--- src/rtl/rx_pkt_ctrl_pkg.sv ---
// Shared definitions for the packet receive controller:
// FSM state encoding, frame field widths, header default.
package rx_pkt_ctrl_pkg;

   localparam logic [7:0] HEADER_DEF = 8'hAA;
   localparam int         BYTE_W     = 8;
   localparam int         LEN_W      = 5;
   localparam int         ADDR_W     = 4;

   typedef enum logic [2:0] {
      S_IDLE    = 3'd0,
      S_LEN     = 3'd1,
      S_PAYLOAD = 3'd2,
      S_CSUM    = 3'd3,
      S_HOLD    = 3'd4
   } state_t;

   function automatic logic [7:0] sat_inc8(input logic [7:0] v);
      return (v == 8'hFF) ? v : v + 8'd1;
   endfunction

endpackage

--- src/rtl/rx_pkt_buf.sv ---
// Payload buffer: DEPTH x 8, one write port, one registered read port.
// Ports: i_clk, i_rst_n, i_wr_en/i_wr_addr/i_wr_data, i_rd_addr, o_rd_data.
module rx_pkt_buf
   import rx_pkt_ctrl_pkg::*;
#(
   parameter int DEPTH = 16
) (
   input  logic              i_clk,
   input  logic              i_rst_n,
   input  logic              i_wr_en,
   input  logic [ADDR_W-1:0] i_wr_addr,
   input  logic [BYTE_W-1:0] i_wr_data,
   input  logic [ADDR_W-1:0] i_rd_addr,
   output logic [BYTE_W-1:0] o_rd_data
);

   logic [BYTE_W-1:0] r_mem [DEPTH];
   logic [BYTE_W-1:0] r_rd_data;

   // Storage itself is never cleared; only the read register resets.
   always_ff @(posedge i_clk) begin
      if (i_wr_en) r_mem[i_wr_addr] <= i_wr_data;
   end

   always_ff @(posedge i_clk or negedge i_rst_n) begin
      if (!i_rst_n) r_rd_data <= '0;
      else          r_rd_data <= r_mem[i_rd_addr];
   end

   assign o_rd_data = r_rd_data;

endmodule

--- src/rtl/rx_pkt_ctrl.sv ---
// Framed packet receiver: HEADER, LEN, payload, CSUM; holds a checked
// packet for the consumer. Ports: i_clk, i_rst_n, i_rx_data/valid/err from
// UART, o_rx_enable, o_pkt_ready, o_pkt_len, i_rd_addr, o_rd_data,
// i_pkt_ack, o_csum_err, o_drop_cnt.
module rx_pkt_ctrl
   import rx_pkt_ctrl_pkg::*;
#(
   parameter logic [7:0] HEADER  = HEADER_DEF,
   parameter int         MAX_LEN = 16,
   parameter int         TIMEOUT = 1000
) (
   input  logic              i_clk,
   input  logic              i_rst_n,
   input  logic [BYTE_W-1:0] i_rx_data,
   input  logic              i_rx_valid,
   input  logic              i_rx_err,
   output logic              o_rx_enable,
   output logic              o_pkt_ready,
   output logic [LEN_W-1:0]  o_pkt_len,
   input  logic [ADDR_W-1:0] i_rd_addr,
   output logic [BYTE_W-1:0] o_rd_data,
   input  logic              i_pkt_ack,
   output logic              o_csum_err,
   output logic [7:0]        o_drop_cnt
);

   localparam int          TW       = $clog2(TIMEOUT + 1);
   localparam logic [TW-1:0] TMO_LAST = TW'(TIMEOUT - 1);
   localparam logic [7:0]  MAX_B    = 8'(MAX_LEN);

   state_t             r_state, w_state_nxt;
   logic [LEN_W-1:0]   r_len;
   logic [LEN_W-1:0]   r_idx;
   logic [BYTE_W-1:0]  r_sum;
   logic [TW-1:0]      r_tmo;
   logic [7:0]         r_drop;
   logic               r_csum_err;

   logic w_drop, w_cerr, w_wr, w_len_ld, w_tmo, w_byte, w_active;

   assign w_byte   = i_rx_valid & ~i_rx_err;
   assign w_active = (r_state == S_LEN) || (r_state == S_PAYLOAD) ||
                     (r_state == S_CSUM);
   // A byte arriving in the expiry cycle takes priority over the timeout.
   assign w_tmo    = ~i_rx_valid & (r_tmo == TMO_LAST);

   always_ff @(posedge i_clk or negedge i_rst_n) begin
      if (!i_rst_n) r_state <= S_IDLE;
      else          r_state <= w_state_nxt;
   end

   always_comb begin
      w_state_nxt = r_state;
      w_drop      = 1'b0;
      w_cerr      = 1'b0;
      w_wr        = 1'b0;
      w_len_ld    = 1'b0;
      unique case (r_state)
         S_IDLE: begin
            if (w_byte && i_rx_data == HEADER) w_state_nxt = S_LEN;
         end
         S_LEN: begin
            if (i_rx_err || (!i_rx_valid && w_tmo)) begin
               w_state_nxt = S_IDLE;
               w_drop      = 1'b1;
            end else if (i_rx_valid) begin
               if (i_rx_data > MAX_B) begin
                  w_state_nxt = S_IDLE;
                  w_drop      = 1'b1;
               end else begin
                  w_len_ld    = 1'b1;
                  w_state_nxt = (i_rx_data == '0) ? S_CSUM : S_PAYLOAD;
               end
            end
         end
         S_PAYLOAD: begin
            if (i_rx_err || (!i_rx_valid && w_tmo)) begin
               w_state_nxt = S_IDLE;
               w_drop      = 1'b1;
            end else if (i_rx_valid) begin
               w_wr = 1'b1;
               if (r_idx == r_len - 5'd1) w_state_nxt = S_CSUM;
            end
         end
         S_CSUM: begin
            if (i_rx_err || (!i_rx_valid && w_tmo)) begin
               w_state_nxt = S_IDLE;
               w_drop      = 1'b1;
            end else if (i_rx_valid) begin
               if (i_rx_data == r_sum) begin
                  w_state_nxt = S_HOLD;
               end else begin
                  w_state_nxt = S_IDLE;
                  w_cerr      = 1'b1;
                  w_drop      = 1'b1;
               end
            end
         end
         S_HOLD: begin
            // Receiver overrun: byte is lost but counted.
            if (i_rx_valid) w_drop = 1'b1;
            if (i_pkt_ack)  w_state_nxt = S_IDLE;
         end
         default: w_state_nxt = S_IDLE;
      endcase
   end

   always_ff @(posedge i_clk or negedge i_rst_n) begin
      if (!i_rst_n) begin
         r_len      <= '0;
         r_idx      <= '0;
         r_sum      <= '0;
         r_tmo      <= '0;
         r_drop     <= '0;
         r_csum_err <= 1'b0;
      end else begin
         r_csum_err <= w_cerr;
         if (w_drop) r_drop <= sat_inc8(r_drop);
         if (w_len_ld) begin
            r_len <= i_rx_data[LEN_W-1:0];
            r_sum <= i_rx_data;
            r_idx <= '0;
         end
         if (w_wr) begin
            r_sum <= r_sum + i_rx_data;
            r_idx <= r_idx + 5'd1;
         end
         if (!w_active || i_rx_valid || w_state_nxt == S_IDLE)
            r_tmo <= '0;
         else if (r_tmo != TMO_LAST)
            r_tmo <= r_tmo + 1'b1;
      end
   end

   rx_pkt_buf #(.DEPTH(MAX_LEN)) u_buf (
      .i_clk     (i_clk),
      .i_rst_n   (i_rst_n),
      .i_wr_en   (w_wr),
      .i_wr_addr (r_idx[ADDR_W-1:0]),
      .i_wr_data (i_rx_data),
      .i_rd_addr (i_rd_addr),
      .o_rd_data (o_rd_data)
   );

   assign o_rx_enable = (r_state != S_HOLD);
   assign o_pkt_ready = (r_state == S_HOLD);
   assign o_pkt_len   = r_len;
   assign o_csum_err  = r_csum_err;
   assign o_drop_cnt  = r_drop;

endmodule
--- config.mk ---
export PLATFORM = sky130hd
export DESIGN_NAME = rx_pkt_ctrl
export DESIGN_NICKNAME = d
export VERILOG_FILES = /design/src/rtl/rx_pkt_ctrl_pkg.sv /design/src/rtl/rx_pkt_buf.sv /design/src/rtl/rx_pkt_ctrl.sv
export SDC_FILE = /design/constraint.sdc
export NUM_CORES = 1
export LEC_CHECK = 0
export ABC_CLOCK_PERIOD_IN_PS = 2400
export BUFFER_PORTS_ARGS = -buffer_cell sky130_fd_sc_hd__buf_2
export CORE_MARGIN = 4
export CORE_UTILIZATION = 50
export CTS_BUF_LIST = sky130_fd_sc_hd__clkbuf_8
export CTS_CLUSTER_DIAMETER = 30
export DETAILED_ROUTE_END_ITERATION = 8
export GPL_TIMING_DRIVEN = 1
export PLACE_DENSITY = 0.81
export SLEW_MARGIN = 10
export SYNTH_ARGS = -nofsm -noshare
export SYNTH_HDL_FRONTEND = slang
export SYNTH_SLANG_ARGS = --single-unit
--- constraint.sdc ---
create_clock -name i_clk -period 2.4 [get_ports i_clk]
set_clock_uncertainty 0.2 [all_clocks]
set_input_delay 0.48 -clock i_clk [delete_from_list [all_inputs] [get_ports i_clk]]
set_output_delay 0.48 -clock i_clk [all_outputs]
set_load 0.02 [all_outputs]
==> results of run 1 <==
registers in the layout, indices dropped and copies added (netlist names):
signal and flops:
u_buf.r_mem 128, r_tmo 10, o_drop_cnt 8, r_sum 8, u_buf.o_rd_data 8, o_pkt_len 5, r_idx 5, r_state 3
o_csum_err 1
cells by family (layout without fill, tap and decap cells):
| family | Yosys count | count (layout) |
|---|---|---|
| AO/OA/AOI/OAI | 41 | 41 |
| XOR/XNOR | 28 | 28 |
| adder cells (fa/ha/maj) | 15 | 15 |
| buffers and inverters | 29 | 143 |
| flip-flops | 176 | 176 |
| multiplexers | 45 | 45 |
| AND/OR/NAND/NOR | 125 | 125 |
cell usage after synthesis, types with 2 or more instances:
library cell  instances
a211o_2               2
a21oi_1               5
a221o_1               3
a22oi_1               2
a31oi_1               4
and2b_2               2
and3_1                3
and3_2                3
and4_2                2
buf_1                 2
buf_2                 3
buf_4                 2
buf_6                 2
clkbuf_1              7
dfrtp_1              48
edfxtp_1            128
ha_1                 14
inv_1                13
mux2_2                5
mux4_2               40
nand2_1              29
nand2b_1              2
nand3_1               9
nand4_1               6
nor2_1               39
nor2b_1               3
nor3_1               14
nor4_1                3
o21a_1                2
o21ai_0               7
o31ai_1               4
o41ai_1               3
xnor2_1              12
xor2_1               16
metrics by stage:
step	hold slack [ns]	power, uW	utilization	setup TNS [ns]	cell area (sq um)
2_1_floorplan	-0.01559	3499	-	-1.612	7520
6_report	0.07350	5608	0.5971	0	8745
4_1_cts	0.01819	5652	0.5966	0	8737
3_3_place_gp	0.2711	3653	0.5688	-0.7733	8329
3_5_place_dp	0.2944	3663	0.5688	-1.052	8329
5_1_grt	0.04593	5820	0.5971	0	8745
worst paths after layout:
kind                       startpoint                 end  depth (start not counted)
max                          r_tmo[0]       o_drop_cnt[2]                          7
max in group asynchronous     i_rst_n            r_sum[5]                          3
min reg2reg                  r_sum[6]            r_sum[6]                          2
min in group asynchronous     i_rst_n  u_buf.o_rd_data[5]                          3
max reg2reg                  r_tmo[0]       o_drop_cnt[2]                          7
min                          i_rx_err          r_state[1]                          2
cell type report:
| type | instances | area, sq um |
|---|---|---|
| clock buffer | 19 | 261.5 |
| clock inverter | 13 | 136.4 |
| fill | 1077 | 5899 |
| inverter | 13 | 48.80 |
| multi-input combinational | 254 | 2347 |
| sequential | 176 | 5045 |
| tap | 184 | 230.2 |
| timing repair buffer | 98 | 675.6 |
report_power, final:
group / internal [uW] / switching [uW]
clock: 984 / 1030
combinational: 135 / 176
sequential: 3280 / 4.72
total: 4400 / 1210
repair_timing:
item                       in CTS  in global routing
hold buffers                    1                  0
hold endpoints to repair       48                  0
setup endpoints to repair       0                  9
setup buffers                   0                  0
gates resized for setup         0                  3
critical path, cell delays in order (launching register included):
cell	delay, ns
dfrtp_1	0.42
ha_1	0.22
and2_1	0.21
and4_2	0.26
a221o_1	0.33
or2_4	0.24
and3_1	0.18
xor2_1	0.14
layer usage:
metal,routed length (um),global-route usage,part of all wire
met1,6405,0.2618,0.42
met2,7753,0.3155,0.51
met3,871,0.04634,0.057
met4,180,0.05021,0.012
met5,0,0,0
==> flow_metrics.tcl, run 1 <==
set metrics [dict create \
    reg2reg_slack_ns 0.08 \
    outcome "finished, final reports clean" \
    core_area_sq_um 14640 \
    synth_xor_xnor_area_share 0.03263 \
    mostFrequentLayoutCells "128 x edfxtp_1, 54 x buf_4, 48 x dfrtp_1, 40 x mux4_2, 40 x buf_2" \
    via_per_inst 5.742 \
    cts_root_buffer "clkbuf_8" \
    synth_top_family_by_area "multiplexers" \
    cp_max_fo 5 \
    max_freq_mhz 431.5 \
    grt_max_degree 49 \
    hold_viol_final 0 \
    io_pins 41 \
    die_area_sq_um 17060 \
    antenna_found_initial 0 \
    drtPass1Iterations 5 \
    end_kind "flop" \
    critPathKind "flop to flop" \
    die_h_um 130.6 \
    route.detailed.wl_per_inst_um 20.09 \
    peakVddDrop_mv 0.3757 \
    die_w_um 130.6 \
    pre_cts_slack_ns -0.1475 \
    cts_tree "yes" \
    ctsHtreeMaxLevel 4 \
    yosys.cell_types.count 54 \
    arrival_ns 2.45 \
    syn_nets 491 \
    grt_usage 0.1923 \
    synthAdderAreaFrac 0.02597 \
    num_vias 4347 \
    fin_ws_ns 0.08234 \
    grt_pass1_vias 4510 \
    ant_nets 0 \
    avgSynthCellArea_sq_um 16.37 \
    cts.sinks 176 \
    startpoint_type "flop" \
    stdcell_count 757 \
    slew_headroom 0.5523 \
    netlist_instances 459 \
    placementRows 44 \
    drive_gt1_frac 0.3333 \
    worstPathRequired_ns 2.53 \
    yosysWarnings 0 \
    synthesis.area_sq_um 7515 \
    setup-violations-final 0 \
    min_period_ns 2.318 \
    drv_cap 0 \
    dp_hpwl_um 10570 \
    drv_slew 0 \
    routed_wl_um 15210 \
    yosys.area_share.simple 0.08408 \
    worst-slew-pin-transition_ns 0.6715 \
    synth_area_leader_cell "edfxtp_1" \
    synth-seq-cells 176 \
    synth_ff_type "edfxtp_1" \
    grt_pass1_wl_um 24310 \
    timing.final.crit_share 0.9657 \
    remaining_drc_errors 0 \
    rsz0062_at_grt "no" \
    drtIter0Drc 346 \
    overflow 0 \
    antennaDiodeCount 0 \
    initial_core_util 0.5132 \
    hp-class "primary input to flop" \
    cts.clk_slew.worst_paths_ns 0.09 \
    synth_top_cell_area_share 0.5115 \
    clkLatencyLatePin_ns 0.45 \
    synthMuxAreaShare 0.1274 \
    async_flop_share 0.2727 \
    syn2layout_area_growth_pct 16.37 \
    synth_compound_gate_area_share 0.04063 \
    cts_buffers 17 \
    finalNetCount 592 \
    leakagePower_uw 0.003329 \
    yosysSeqAreaShare 0.6713 \
    power.density_nw_per_um2 641.3 \
    gp_congestion 0.8092 \
    port_buffers 40 \
    clock_path_buffers 2 \
    synthTopCellsByArea "edfxtp_1 51%, dfrtp_1 16%, mux4_2 12%" \
    final_common_cell "edfxtp_1" \
    synth_edf_count 128 \
    dp_cells 724 \
]
(Power assumes the default switching activity.)
==> run 2: changes to the inputs <==
Settings changed: CTS_CLUSTER_DIAMETER 30 to 40, RECOVER_POWER from default to 100.
==> run 2 against run 1 <==
Compared with the run above: global-route usage did not move; combinational power fell by 6.4%; critical path depth did not move; largest power group unchanged; die area did not move; critical path type unchanged; sequential power barely moved; clock power barely moved; routed wire length barely moved; final area fell by 1.9%.
==> flow_metrics.tcl, run 2 (synthesis results as in run 1) <==
set metrics [dict create \
    outcome "finished, final reports clean" \
    grt_usage 0.1923 \
    hold_depth 2 \
    drv_cap 0 \
    clock_path_buffers 2 \
    cts_root_buffer "clkbuf_8" \
    dp_cells 724 \
    stdcell_count 757 \
    final.fill_count 1121 \
    dpl_cell_area_sq_um 8329 \
    fin_tns_setup_ns 0 \
    core_area_sq_um 14640 \
    antennaDiodeCount 0 \
    drtPass1Iterations 5 \
    largest-register "u_buf.r_mem" \
    remaining_drc_errors 0 \
    routed_wl_um 15210 \
    startpoint_type "flop" \
    worstPathRequired_ns 2.53 \
    grt_pass1_wl_um 24310 \
    ctsHtreeMaxLevel 4 \
    grt_pass1_vias 4510 \
    power.density_nw_per_um2 650.9 \
    reg2reg_from "r_tmo[0]" \
    drtIter0Drc 295 \
    hold_viol_final 0 \
    final_common_cell "edfxtp_1" \
    num_vias 4317 \
    fin_ws_ns 0.07494 \
    regArea_sq_um 5045 \
    ant_nets 0 \
    die_area_sq_um 17060 \
    max_freq_mhz 430.1 \
    reg2reg_depth 7 \
    r2r-end "o_drop_cnt[2]" \
    critPathKind "flop to flop" \
    slew_headroom 0.1374 \
    clkLatencyLatePin_ns 0.45 \
    syn2layout_area_growth_pct 14.19 \
    design_area_sq_um 8581 \
    pre_cts_slack_ns -0.1475 \
    finalNetCount 592 \
    reg_top3 "u_buf.r_mem (128), r_tmo (10)" \
    placementRows 44 \
    overflow 0 \
    timing.final.crit_share 0.9688 \
    die_h_um 130.6 \
    drive_gt1_frac 0.2443 \
    port_buffers 40 \
    cts.clk_slew.worst_paths_ns 0.09 \
    min_from "i_rx_err" \
    setup-violations-final 0 \
    cts_tree "yes" \
    reg2reg_slack_ns 0.07 \
    cts.sinks 176 \
    via_per_inst 5.703 \
    cp_max_fo 5 \
    dp_hpwl_um 10570 \
    rsz0062_at_grt "no" \
    multiInputGateArea_sq_um 2337 \
    drv_slew 0 \
    peakVddDrop_mv 0.3883 \
    min_to "r_state[1]" \
    cts_buffers 17 \
    route.detailed.wl_per_inst_um 20.10 \
    gp_congestion 0.8092 \
    initial_core_util 0.5132 \
    antenna_found_initial 0 \
    largest_reg_flops 128 \
    arrival_ns 2.46 \
    min_period_ns 2.325 \
    die_w_um 130.6 \
    grt_max_degree 49 \
    leakagePower_uw 0.003145 \
    io_pins 41 \
    mostFrequentLayoutCells "128 x edfxtp_1, 48 x dfrtp_1, 47 x clkbuf_1, 40 x mux4_2, 39 x nor2_1" \
    end_kind "flop" \
    hp-class "primary input to flop" \
    worst-slew-pin-transition_ns 1.294 \
]
## run 2: metrics by stage
step,hold slack [ns],utilization,total power [uW]
2_1_floorplan,-0.01559,-,3499
3_3_place_gp,0.2711,0.5688,3653
3_5_place_dp,0.2944,0.5688,3663
4_1_cts,0.01819,0.5966,5652
5_1_grt,0.04593,0.5860,5801
6_report,0.07803,0.5860,5585
## run 2: worst max path at each step
stage                             from                end  slack, ns  depth (start not counted)
after global routing          r_tmo[0]      o_drop_cnt[2]      0.004                          7
after global placement    i_rx_data[0]           r_sum[2]      -0.09                          7
after detailed placement  i_rx_data[0]           r_sum[6]      -0.15                         10
after CTS                     r_tmo[0]           r_tmo[2]      0.006                          8
after floorplan             r_state[2]  u_buf.r_mem[1][0]      -0.10                          6
final                         r_tmo[0]      o_drop_cnt[2]       0.07                          7
## run 2: layer usage
layer	track usage	wire length [um]
met5	0	0
met4	0.05021	154
met3	0.04634	787
met2	0.3155	7797
met1	0.2618	6474
## run 2: power by group
group          total, uW  internal (uW)  switching [uW]  leakage, uW
Sequential          3280           3280            5.30      0.00178
Combinational        291            116             175      0.00116
Clock               2010            984            1030     0.000206
## run 2: layout make-up
class,count,area share
Tap cell,184,0.02683
Timing Repair Buffer,98,0.06080
Multi-Input combinational cell,254,0.2724
Inverter,13,0.005687
Clock buffer,19,0.03048
Clock inverter,13,0.01589
Sequential cell,176,0.5879
## run 2: timing repair
item                                   in CTS  in global routing
endpoints found under the hold margin      48                  0
setup endpoints to repair                   0                  9
hold buffers                                1                  0
buffers inserted                            0                  0
gates resized for setup                     0                  3
## run 2: critical path, stage by stage, from the launching register on
cell	delay [ns]
dfrtp_1	0.42
ha_1	0.22
and2_1	0.21
and4_2	0.26
a221o_1	0.33
or2_4	0.24
and3_1	0.18
xor2_1	0.14
==> run 3: changes to the inputs <==
Settings changed: CAP_MARGIN from default to 20, CORE_MARGIN 4 to 2.
==> run 3 against run 2 <==
Compared with the run above: total power shrank 0.36%; final area is the same; utilization grew 0.22 points; critical endpoint is now u_buf.o_rd_data[4]; largest cell class unchanged; highest routed layer is now met5.
==> flow_metrics.tcl, run 3 (synthesis results as in run 1) <==
set metrics [dict create \
    drtIter0Drc 299 \
    drv_cap 0 \
    slew_headroom 0.3801 \
    min_period_ns 2.271 \
    hp-class "primary input to flop" \
    antenna_found_initial 1 \
    syn2layout_area_growth_pct 14.19 \
    clkLatencyLatePin_ns 0.44 \
    postCtsSetupRepairBufs 0 \
    path_delay_family "multiplexers" \
    grt_pass1_vias 4401 \
    clkPwrFrac 0.356 \
    worst-slew-pin-transition_ns 0.9298 \
    cp_max_fo 19 \
    pre_cts_slack_ns -0.06349 \
    cts.sinks 176 \
    grt_max_degree 41 \
    rsz0062_at_grt "no" \
    route.detailed.wl_per_inst_um 19.92 \
    cts.clk_slew.worst_paths_ns 0.08 \
    dp_hpwl_um 10890 \
    worstPathCellList "buf_2 -> clkbuf_2 -> mux4_2 -> mux4_2" \
    grt_usage 0.2012 \
    end_kind "flop" \
    remaining_drc_errors 0 \
    cts_tree "yes" \
    final.fill_count 1156 \
    crit_slowest_cell "mux4_2" \
    hold_viol_final 0 \
    placementRows 44 \
    power.density_nw_per_um2 648.6 \
    cts_buffers 17 \
    antennaDiodeCount 0 \
    finalNetCount 596 \
    largest_reg_flops 128 \
    hold_ws_ns 0.07010 \
    outcome "finished, final reports clean" \
    final_common_cell "edfxtp_1" \
    fin_ws_ns 0.1295 \
    fin_tns_setup_ns 0 \
    drv_slew 0 \
    routed_wl_um 15160 \
    clock_path_buffers 2 \
    mostFrequentLayoutCells "128 x edfxtp_1, 48 x dfrtp_1, 45 x clkbuf_1, 40 x nor2_1, 40 x mux4_2" \
    die_area_sq_um 16030 \
    ctsHtreeMaxLevel 4 \
    core_area_sq_um 14590 \
    multiInputGateArea_sq_um 2315 \
    gp_congestion 0.8367 \
    p_comb_frac 0.054 \
    stdcell_count 761 \
    setup-violations-final 0 \
    swShare 0.2091 \
    path_buf_inv 2 \
    critPathKind "primary input to flop" \
    critical-path-max-stage-delay_ns 0.63 \
    drive_gt1_frac 0.2409 \
    num_vias 4252 \
    max_freq_mhz 440.4 \
    reg_top3 "u_buf.r_mem (128), r_tmo (10)" \
    ant_nets 0 \
    startpoint_type "primary input" \
    path_common_cell "mux4_2" \
    die_h_um 126.6 \
    io_pins 41 \
    initial_core_util 0.5151 \
    worstPathRequired_ns 2.51 \
    cts_root_buffer "clkbuf_8" \
    p_sw_uw 1164 \
    largest-register "u_buf.r_mem" \
    reg2reg_slack_ns 0.16 \
    timing.final.crit_share 0.9461 \
    regArea_sq_um 5045 \
    dp_cells 728 \
    pwr-share-seq 0.590 \
    drtPass1Iterations 4 \
    arrival_ns 2.38 \
    peakVddDrop_mv 0.3350 \
    port_buffers 40 \
    p_int_uw 4402 \
    die_w_um 126.6 \
    via_per_inst 5.587 \
    overflow 0 \
    leakagePower_uw 0.003147 \
    grt_pass1_wl_um 24070 \
]
run 3: worst register-to-register path, delay by kind of cell (launching register included):
| family | cells | cell delay (ns) |
|---|---|---|
| compound gates | 3 | 0.50 |
| simple gates | 3 | 0.65 |
| buf+inv | 1 | 0.14 |
| flops | 1 | 0.42 |
| fa+ha+maj | 1 | 0.22 |
run 3: power groups by stage:
stage          registers [uW]  logic (uW)  clock network (uW)
4_1_cts                  3280         329                2030
2_1_floorplan            3370         127                   0
3_3_place_gp             3350         313                   0
6_report                 3280         299                1980
3_5_place_dp             3350         326                   0
5_1_grt                  3290         323                2120
run 3: path summary, 6_finish.rpt:
| kind | cells after the start | end | from |
|---|---|---|---|
| setup / recovery | 4 | u_buf.o_rd_data[4] | i_rd_addr[0] |
| hold / removal | 2 | r_state[1] | i_rx_err |
| setup reg to reg | 8 | o_drop_cnt[6] | r_tmo[0] |
| hold reg to reg | 2 | r_sum[6] | r_sum[6] |
| max in group asynchronous | 3 | r_idx[2] | i_rst_n |
| min in group asynchronous | 2 | u_buf.o_rd_data[2] | i_rst_n |
run 3: layout make-up:
cell class | count | share of cell area
clock buffer | 17 | 0.02727
clock inverter | 15 | 0.01764
inverter | 13 | 0.005687
multi-input combinational | 254 | 0.2698
sequential | 176 | 0.5879
tap | 184 | 0.02683
timing repair buffer | 102 | 0.06489
run 3: routing by layer:
metal / up-vias / wire, um / GRT usage / share of wire
li1: 1985 / - / - / -
met2: 114 / 7745 / 0.3435 / 0.51
met3: 26 / 937 / 0.04049 / 0.062
met1: 2125 / 6150 / 0.2609 / 0.41
met4: 2 / 310 / 0.06593 / 0.020
met5: - / 13 / 0 / 0.00086
run 3: through the flow:
step / util / instance area (sq um) / total power [uW]
floorplan: - / 7520 / 3499
global placement: 0.5738 / 8372 / 3662
detailed placement: 0.5738 / 8372 / 3676
CTS: 0.6009 / 8767 / 5636
global route: 0.5882 / 8581 / 5730
finish: 0.5882 / 8581 / 5565
run 3: what timing repair did:
item / 4_1_cts / 5_1_grt
endpoints found under the hold margin: 8 / 0
hold buffers: 1 / 0
gates resized for setup: 0 / 0
